`src/rtl/fetch_unit_pkg.sv`:
```
// Shared types and constants for the program-counter / fetch unit.
package fetch_unit_pkg;

    typedef enum logic [1:0] {
        IDLE,
        ARMED,
        RUN,
        HALT
    } fetch_state_t;

    localparam int PC_W       = 10;
    localparam int START_ADDR = 0;
    localparam int LUT_IDX_W  = 5;

endpackage

```
`src/rtl/fetch_unit_branch_lut.sv`:
```
// Absolute branch target table: 5-bit index to PC_W-bit target.
module branch_lut #(
    parameter int PC_W = 10
) (
    input  logic [4:0]      index,
    output logic [PC_W-1:0] target
);

    always_comb begin
        target = '0;
        case (index)
            5'd0:  target = PC_W'(10'd0);
            5'd1:  target = PC_W'(10'd32);
            5'd2:  target = PC_W'(10'd64);
            5'd3:  target = PC_W'(10'd96);
            5'd4:  target = PC_W'(10'd128);
            5'd5:  target = PC_W'(10'd160);
            5'd6:  target = PC_W'(10'd192);
            5'd7:  target = PC_W'(10'd224);
            5'd8:  target = PC_W'(10'd256);
            5'd9:  target = PC_W'(10'd288);
            5'd10: target = PC_W'(10'd320);
            5'd11: target = PC_W'(10'd352);
            5'd12: target = PC_W'(10'd384);
            5'd13: target = PC_W'(10'd416);
            5'd14: target = PC_W'(10'd448);
            5'd15: target = PC_W'(10'd480);
            5'd16: target = PC_W'(10'd512);
            5'd17: target = PC_W'(10'd544);
            5'd18: target = PC_W'(10'd576);
            5'd19: target = PC_W'(10'd608);
            5'd20: target = PC_W'(10'd640);
            5'd21: target = PC_W'(10'd672);
            5'd22: target = PC_W'(10'd704);
            5'd23: target = PC_W'(10'd736);
            5'd24: target = PC_W'(10'd768);
            5'd25: target = PC_W'(10'd800);
            5'd26: target = PC_W'(10'd832);
            5'd27: target = PC_W'(10'd864);
            5'd28: target = PC_W'(10'd896);
            5'd29: target = PC_W'(10'd928);
            5'd30: target = PC_W'(10'd960);
            5'd31: target = PC_W'(10'd992);
            default: target = '0;
        endcase
    end

endmodule

```
`src/rtl/fetch_unit.sv`:
```
// PC / fetch sequencer with LUT and relative branches.
// Optional RUN-cycle counter enabled by defining CYCLE_COUNT_EN.
module fetch_unit #(
    parameter int PC_W       = 10,
    parameter int START_ADDR = 0,
    parameter int CNT_W      = 16
) (
    input  logic             Clk,
    input  logic             Reset,
    input  logic             Start,
    input  logic             BranchAbs,
    input  logic             BaddEn,
    input  logic             BsubEn,
    input  logic             BranchTaken,
    input  logic             Ack,
    input  logic [PC_W-1:0]  PCTarg,
    output logic [PC_W-1:0]  ProgCtr,
    output logic             Done,
    output logic [CNT_W-1:0] CycleCount
);

    import fetch_unit_pkg::*;

    localparam logic [PC_W-1:0] START_PC = PC_W'(START_ADDR);

    fetch_state_t    state;
    logic [PC_W-1:0] lut_targ;
    logic [PC_W-1:0] off;
    logic            unused_targ;

    assign off = {{(PC_W-LUT_IDX_W){1'b0}}, PCTarg[LUT_IDX_W-1:0]};
    assign unused_targ = ^PCTarg[PC_W-1:LUT_IDX_W];

    branch_lut #(.PC_W(PC_W)) u_lut (
        .index  (PCTarg[LUT_IDX_W-1:0]),
        .target (lut_targ)
    );

    always_ff @(posedge Clk) begin
        if (Reset) begin
            state   <= IDLE;
            ProgCtr <= '0;
            Done    <= 1'b0;
        end else begin
            case (state)
                IDLE: begin
                    if (Start) begin
                        ProgCtr <= START_PC;
                        state   <= ARMED;
                    end
                end
                ARMED: begin
                    if (Start) ProgCtr <= START_PC;
                    else       state   <= RUN;
                end
                RUN: begin
                    if (Start) begin
                        ProgCtr <= START_PC;
                        state   <= ARMED;
                    end else if (Ack) begin
                        Done  <= 1'b1;
                        state <= HALT;
                    end else if (BranchAbs) begin
                        ProgCtr <= lut_targ;
                    end else if (BaddEn && BranchTaken) begin
                        ProgCtr <= ProgCtr + off;
                    end else if (BsubEn && BranchTaken) begin
                        ProgCtr <= ProgCtr - off;
                    end else begin
                        ProgCtr <= ProgCtr + 1'b1;
                    end
                end
                HALT: begin
                    if (Start) begin
                        Done    <= 1'b0;
                        ProgCtr <= START_PC;
                        state   <= ARMED;
                    end
                end
                default: state <= IDLE;
            endcase
        end
    end

`ifdef CYCLE_COUNT_EN
    // Start from any state lands in ARMED, which restarts the count.
    always_ff @(posedge Clk) begin
        if (Reset || Start)
            CycleCount <= '0;
        else if (state == RUN && !Ack && CycleCount != '1)
            CycleCount <= CycleCount + 1'b1;
    end
`else
    assign CycleCount = '0;
`endif

endmodule

```
`config.mk`:
```
export PLATFORM = sky130hd
export DESIGN_NAME = fetch_unit
export DESIGN_NICKNAME = d
export VERILOG_FILES = /design/src/rtl/fetch_unit_pkg.sv /design/src/rtl/fetch_unit_branch_lut.sv /design/src/rtl/fetch_unit.sv
export SDC_FILE = /design/constraint.sdc
export NUM_CORES = 1
export LEC_CHECK = 0
export BUFFER_PORTS_ARGS = -buffer_cell sky130_fd_sc_hd__clkbuf_2
export CAP_MARGIN = 20
export CORE_MARGIN = 2
export CORE_UTILIZATION = 50
export CTS_CLUSTER_SIZE = 8
export DETAILED_ROUTE_END_ITERATION = 10
export PLACE_DENSITY = 0.8
export SLEW_MARGIN = 10
export SYNTH_ARGS = -nofsm -noshare
export SYNTH_HDL_FRONTEND = slang
export SYNTH_SLANG_ARGS = --single-unit
```
`constraint.sdc`:
```
create_clock -name Clk -period 4.43 [get_ports Clk]
set_input_delay 0.886 -clock Clk [delete_from_list [all_inputs] [get_ports Clk]]
set_output_delay 0.886 -clock Clk [all_outputs]
set_load 0.1 [all_outputs]
```
; ---- Word level (Yosys, flattened, before mapping)
; Memories as Yosys holds them, arrays and structs flattened.
; Index checks and enable logic that the tools add are counted.
[totals]
regBits = 13
latch_bits = 0
mem_bits_rw = 0
rom_bits = 160
inputBits = 18
output_inout_bits = 27
wordCells = 43
memories = 1
[mem_list]
columns = memory, words, word_bits, rd, rd_ports_with_merged_regs, wr, line_no
row1 = (name not given), 32, 5, 1, 0, 0, fetch_unit_branch_lut.sv:11  ; case (index)
[op_classes]
addsub = 3
multipliers = 0
n_div = 0
n_lt_le_gt_ge = 0
n_eq_ne = 11
shifts = 0
n_mux = 16
bitwise = 0
n_reduce_logical = 9
[ops]
columns = operator, count
row1 = 10-bit two-way mux, 6
row2 = 10-bit case mux with 2 select lines, 1
row3 = 10-bit by 1-bit adder with 10-bit output (second input constant), 1
row4 = 10-bit by 5-bit adder with 10-bit output, 1
row5 = 10-bit by 5-bit subtractor with 10-bit output, 1
row6 = 2-bit two-way mux, 4
row7 = 2-bit inequality test (second input constant), 4
row8 = 3-bit inequality test (second input constant), 2
row9 = 2-bit case mux with 3 select lines, 1
row10 = 2-bit equality test (second input constant), 2
row11 = 2-bit by 1-bit inequality test with 1-bit output (second input constant), 2
row12 = 4-bit AND reduction, 1
row13 = 1-bit two-way mux, 3
row14 = 3-bit AND reduction, 1
row15 = 3-bit OR reduction, 1
row16 = 2-bit by 1-bit equality test with 1-bit output (second input constant), 1
row17 = 1-bit logical AND, 2
row18 = 2-bit logical NOT, 1
row19 = 1-bit case mux with 2 select lines, 1
row20 = 2-bit AND reduction, 1
row21 = 2-bit nonzero test, 1
row22 = 2-bit OR reduction, 1

; ---- Longest topological paths before layout
[logic_depth]
depth_word = 7
depth_mapped = 15
ltp_nobuf = 15

; ---- By module
; A second synthesis with hierarchy kept.
[unflattened]
cells_unflattened = 192
area_unflattened_um2 = 1546.5
[by_module_without_submodules]
columns = mod, n_inst, cells_per_inst, area_per_inst_um2, seq_area_each_um2
row1 = fetch_unit, 1, 181, 1467.7, 260.2
row2 = branch_lut, 1, 11, 78.8, 0.0

; ---- Worst setup path after synthesis
; OpenSTA, ideal clock, no wires.
[synth_path]
path_kind = input to register
from = input BsubEn
to = register ProgCtr[9]
setup_time_ns = 0.121
t_arrival_ns = 3.322
t_required_ns = 4.309
slack_ns = 0.987
path_stages = 14
n_path_buf = 0
path_cell_list = nand2_2 > nor2_1 > ha_1 > nor4b_1 > ha_1 > nand2_1 > o21ai_0 > ha_1 > nand2_2 > or3b_4 > a211o_1 > o2bb2ai_1 > nand3_1 > nor3_2
[synth_via]
elab_chain_len = 7
[synth_rtl]
columns = item, line_no
row1 = "start, declared", fetch_unit.sv:13  ; input logic BsubEn,
row2 = 1-bit logical AND, fetch_unit.sv:67  ; end else if (BsubEn && BranchTaken) begin
row3 = 10-bit two-way mux, fetch_unit.sv:67
row4 = 10-bit two-way mux, fetch_unit.sv:65  ; end else if (BaddEn && BranchTaken) begin
row5 = 10-bit two-way mux, fetch_unit.sv:63  ; end else if (BranchAbs) begin
row6 = 10-bit two-way mux, fetch_unit.sv:60  ; end else if (Ack) begin
row7 = 10-bit two-way mux, fetch_unit.sv:57  ; if (Start) begin
row8 = 10-bit case mux with 2 select lines, fetch_unit.sv:45  ; case (state)
row9 = "end signal, assigned", fetch_unit.sv:64  ; ProgCtr <= lut_targ;
row10 = "end signal, assigned", fetch_unit.sv:66  ; ProgCtr <= ProgCtr + off;
row11 = "end signal, assigned", fetch_unit.sv:68  ; ProgCtr <= ProgCtr - off;
row12 = "end, declared", fetch_unit.sv:17  ; output logic [PC_W-1:0] ProgCtr,
; Every way passes these cells. The select of a mux whose other input is x is not followed.
; A chain may end at the register's enable or synchronous reset.

; ---- Worst setup path in the final report
[layout_path]
from = input BranchTaken
to = register ProgCtr[9]
[layout_via]
elab_chain_len = 7
[layout_rtl]
columns = item, line_no
row1 = "start, declared", fetch_unit.sv:14  ; input logic BranchTaken,
row2 = 1-bit logical AND, fetch_unit.sv:67
row3 = 10-bit two-way mux, fetch_unit.sv:67
row4 = 10-bit two-way mux *, fetch_unit.sv:65
row5 = 10-bit two-way mux *, fetch_unit.sv:63
row6 = 10-bit two-way mux *, fetch_unit.sv:60
row7 = 10-bit two-way mux *, fetch_unit.sv:57
row8 = 10-bit case mux with 2 select lines *, fetch_unit.sv:45
; Every way passes the cells marked *; elsewhere a longest branch is shown, timed or not. The select of a mux whose other input is x is not followed.

==> impl_metrics.toml <==
[status]
outcome = "finished, final reports clean"

[logic_synthesis]
yosys-top-cells-count = "16 x buf_4, 14 x ha_1, 13 x a21oi_1, 13 x dfxtp_1, 13 x nor2_1"
ys_seq_area_share_pct = 19.9
synth_edf_count = 0
ys_warn_count = 0
postSynthAreaPerCell_um2 = 7.96
ys_top_cells_by_area = "dfxtp_1 20%, ha_1 13%, buf_4 9.2%"
yosysTopAreaCell = "dfxtp_1"
synthFlopType = "dfxtp_1"
syn_area_um2 = 1310
syn_inst = 164
ys_ff_latch = 13
synth_top_cell_area_share_pct = 19.9
ys_async_sr_fraction_pct = 0
yosysUniqueCellTypes = 42
yosysMostFrequentCell = "buf_4"

[sta]
setup_viol_count_final = 0
relSlewSlack_pct = 39.7
clock_skew_ps = 1.45
tightest_slew_ps = 901
max_freq_mhz = 269
rsz0062_at_grt = "false"
drv_slew = 0
fin_crit_sh_pct = 83.8
tns_ps = 0
period_minus_slack_ps = 3710
hold_viol_final = 0

[drt]
vias = 1226
drc = 0
first_pass_iters = 4
vias_per_cell = 5.68
wl_um = 2930
postRouteAntennaNets = 0
wl_per_cell_um = 13.5
drtIter0Drc = 22

[worst_setup_path]
critPathSlowestCell = "nor4b_1"
critical_path_class = "in2reg"
r2r_setup_slack_ps = 2340
worst-path-max-fanout = 9
path_cells = "clkbuf_2 -> nand2_2 -> nor2_1 -> ha_1 -> nor4b_1 -> ha_1 -> nand2_1 -> o21ai_0 -> ha_1 -> nand2_2 -> or3b_4 -> a211o_1 -> o2bb2ai_1 -> nand3_1 -> nor3_2"
rr_worst_depth = 8
path_buf_inv = 1
crit_family = "simple AND/OR/NAND/NOR gates"
crit_top_cell = "ha_1"
critPathMaxStageDelay_ps = 400
startpoint_type = "input pin"
cp.arrival_ps = 3880
critPathCaptureType = "flop"
worst_r2r_endpoint = "ProgCtr[9]"
startpoint = "BranchTaken"
r2r_start = "state[0]"
cp.required_ps = 4600

[placed_design]
place_congestion = 0.938
place_area_um2 = 1380
io_buffer_count = 23
hpwl_um = 2270

[clock_network]
cts_tree = "built"
numCtsBuffers = 3
clock-sinks = 13
cts_htree_levels = 1
clockBufferDepth = 2
cts_resized = 0
clk_pin_slew_ps = 90
cts_setup_buffers = 0
clock_latency_ps = 280
ctsHoldBuffers = 0
cts_root_buf = "clkbuf_4"

[final_layout]
antennaDiodeCount = 0
drive_above_1_share_pct = 19.4
area_growth_syn_to_layout_pct = 7.67
finalInstanceArea_um2 = 1410
final_nets = 220

[floorplan]
dieArea_um2 = 3030
fp.dieH_um = 55.1
start_util_pct = 52.7
rows = 18
coreArea_um2 = 2480
die_w_um = 55.1
ioPinCount = 45

[global_routing]
grt_pass1_vias = 1080
grt_use_total_pct = 21.8
grt_max_degree = 14
antenna_found_initial = 0
gr-total-overflow = 0
grt_pass1_wl_um = 4770

[job]
drv_cap = 0

[min_path]
min_to = "ProgCtr[4]"
holdPathStages = 2
hold_class = "reg2reg"
min_from = "ProgCtr[4]"

[power]
p_per_area_nw_per_um2 = 285
peakVddDrop_uv = 228
p_leak_uw = 0.000632
-- cells in the final DEF (no fill, tap or decap), types with 2 or more instances in the layout --
master    Yosys  final
conb_1        1     16
nand2b_1      3      3
a211oi_1      3      3
o21ai_0       7      7
nand2_1      12     12
clkbuf_2      0     23
o21bai_1      2      2
inv_1         6      6
nor4b_1       3      3
a21oi_1      13     13
nor3b_1       2      2
a31oi_1       2      2
dfxtp_1      13     13
nor3_1        3      3
nor3_2        2      2
a32oi_1       4      4
ha_1         14     14
a21o_1        2      2
nor2_1       13     13
xnor2_1       4      4
a22oi_1       5      5
xor2_1        2      2
nand3_1       4      4
nand2_2       2      2
nor2b_1       5      5
clkbuf_4      0      3
mux2_2        2      2
-- flip-flops by register name, summed over array words and instances (netlist names) --
| name | flops |
|---|---|
| Done | 1 |
| state | 2 |
| ProgCtr | 10 |
-- per-stage QoR --
stage / std cells / setup WS, ps / hold slack (ps) / total power [µW] / util (%)
floorplan: 179 / 987 / 484 / 303 / -
global placement: 212 / 606 / 470 / 316 / 55.7
detailed placement: 212 / 442 / 475 / 322 / 55.7
CTS: 216 / 731 / 487 / 401 / 56.7
global route: 216 / 470 / 524 / 423 / 56.7
finish: 216 / 718 / 481 / 401 / 56.7
-- worst min-delay path, delay by kind of cell (launching register included) --
family | cells | cell delay, ps
DFF | 1 | 330
and+or+nand+nor | 1 | 60
AOI/OAI and AO/OA | 1 | 50
-- worst max path at each step --
stage	slack, ps	end	cells after the start
5_1_grt	470	ProgCtr[9]	15
3_3_place_gp	610	ProgCtr[9]	15
2_1_floorplan	990	ProgCtr[9]	14
4_1_cts	730	ProgCtr[9]	15
3_5_place_dp	440	ProgCtr[9]	15
6_report	720	ProgCtr[9]	15
-- kinds of logic after synthesis --
family	synth area share, %
AND/OR/NAND/NOR	24.0
multiplexers	1.73
buffers and inverters	12.1
AO/OA/AOI/OAI	23.0
adder cells (fa/ha/maj)	15.0
flip-flops	19.9
other	0.287
XOR/XNOR	4.03
-- cell type report --
| type | count | area (µm²) |
|---|---|---|
| Fill cell | 236 | 1070 |
| Multi-Input combinational cell | 140 | 943 |
| Sequential cell | 13 | 260 |
| Timing Repair Buffer | 23 | 115 |
| Tap cell | 30 | 37.5 |
| Clock buffer | 4 | 26.3 |
| Inverter | 6 | 22.5 |
-- power by group --
part / total (µW) / switching (µW) / internal (µW)
sequential: 136 / 9.44 / 126
combinational: 186 / 141 / 45.2
clock: 78.9 / 43.9 / 35.0
total: 401 / 194 / 207
-- layer usage --
metal / track usage, % / vias to the layer above / part of all wire, %
li1: - / 611 / -
met1: 26.2 / 575 / 46
met2: 38.1 / 36 / 48
met3: 6.18 / 4 / 5.4
met4: 5.28 / 0 / 1.2
met5: 0 / - / 0
(Power assumes the default switching activity.)
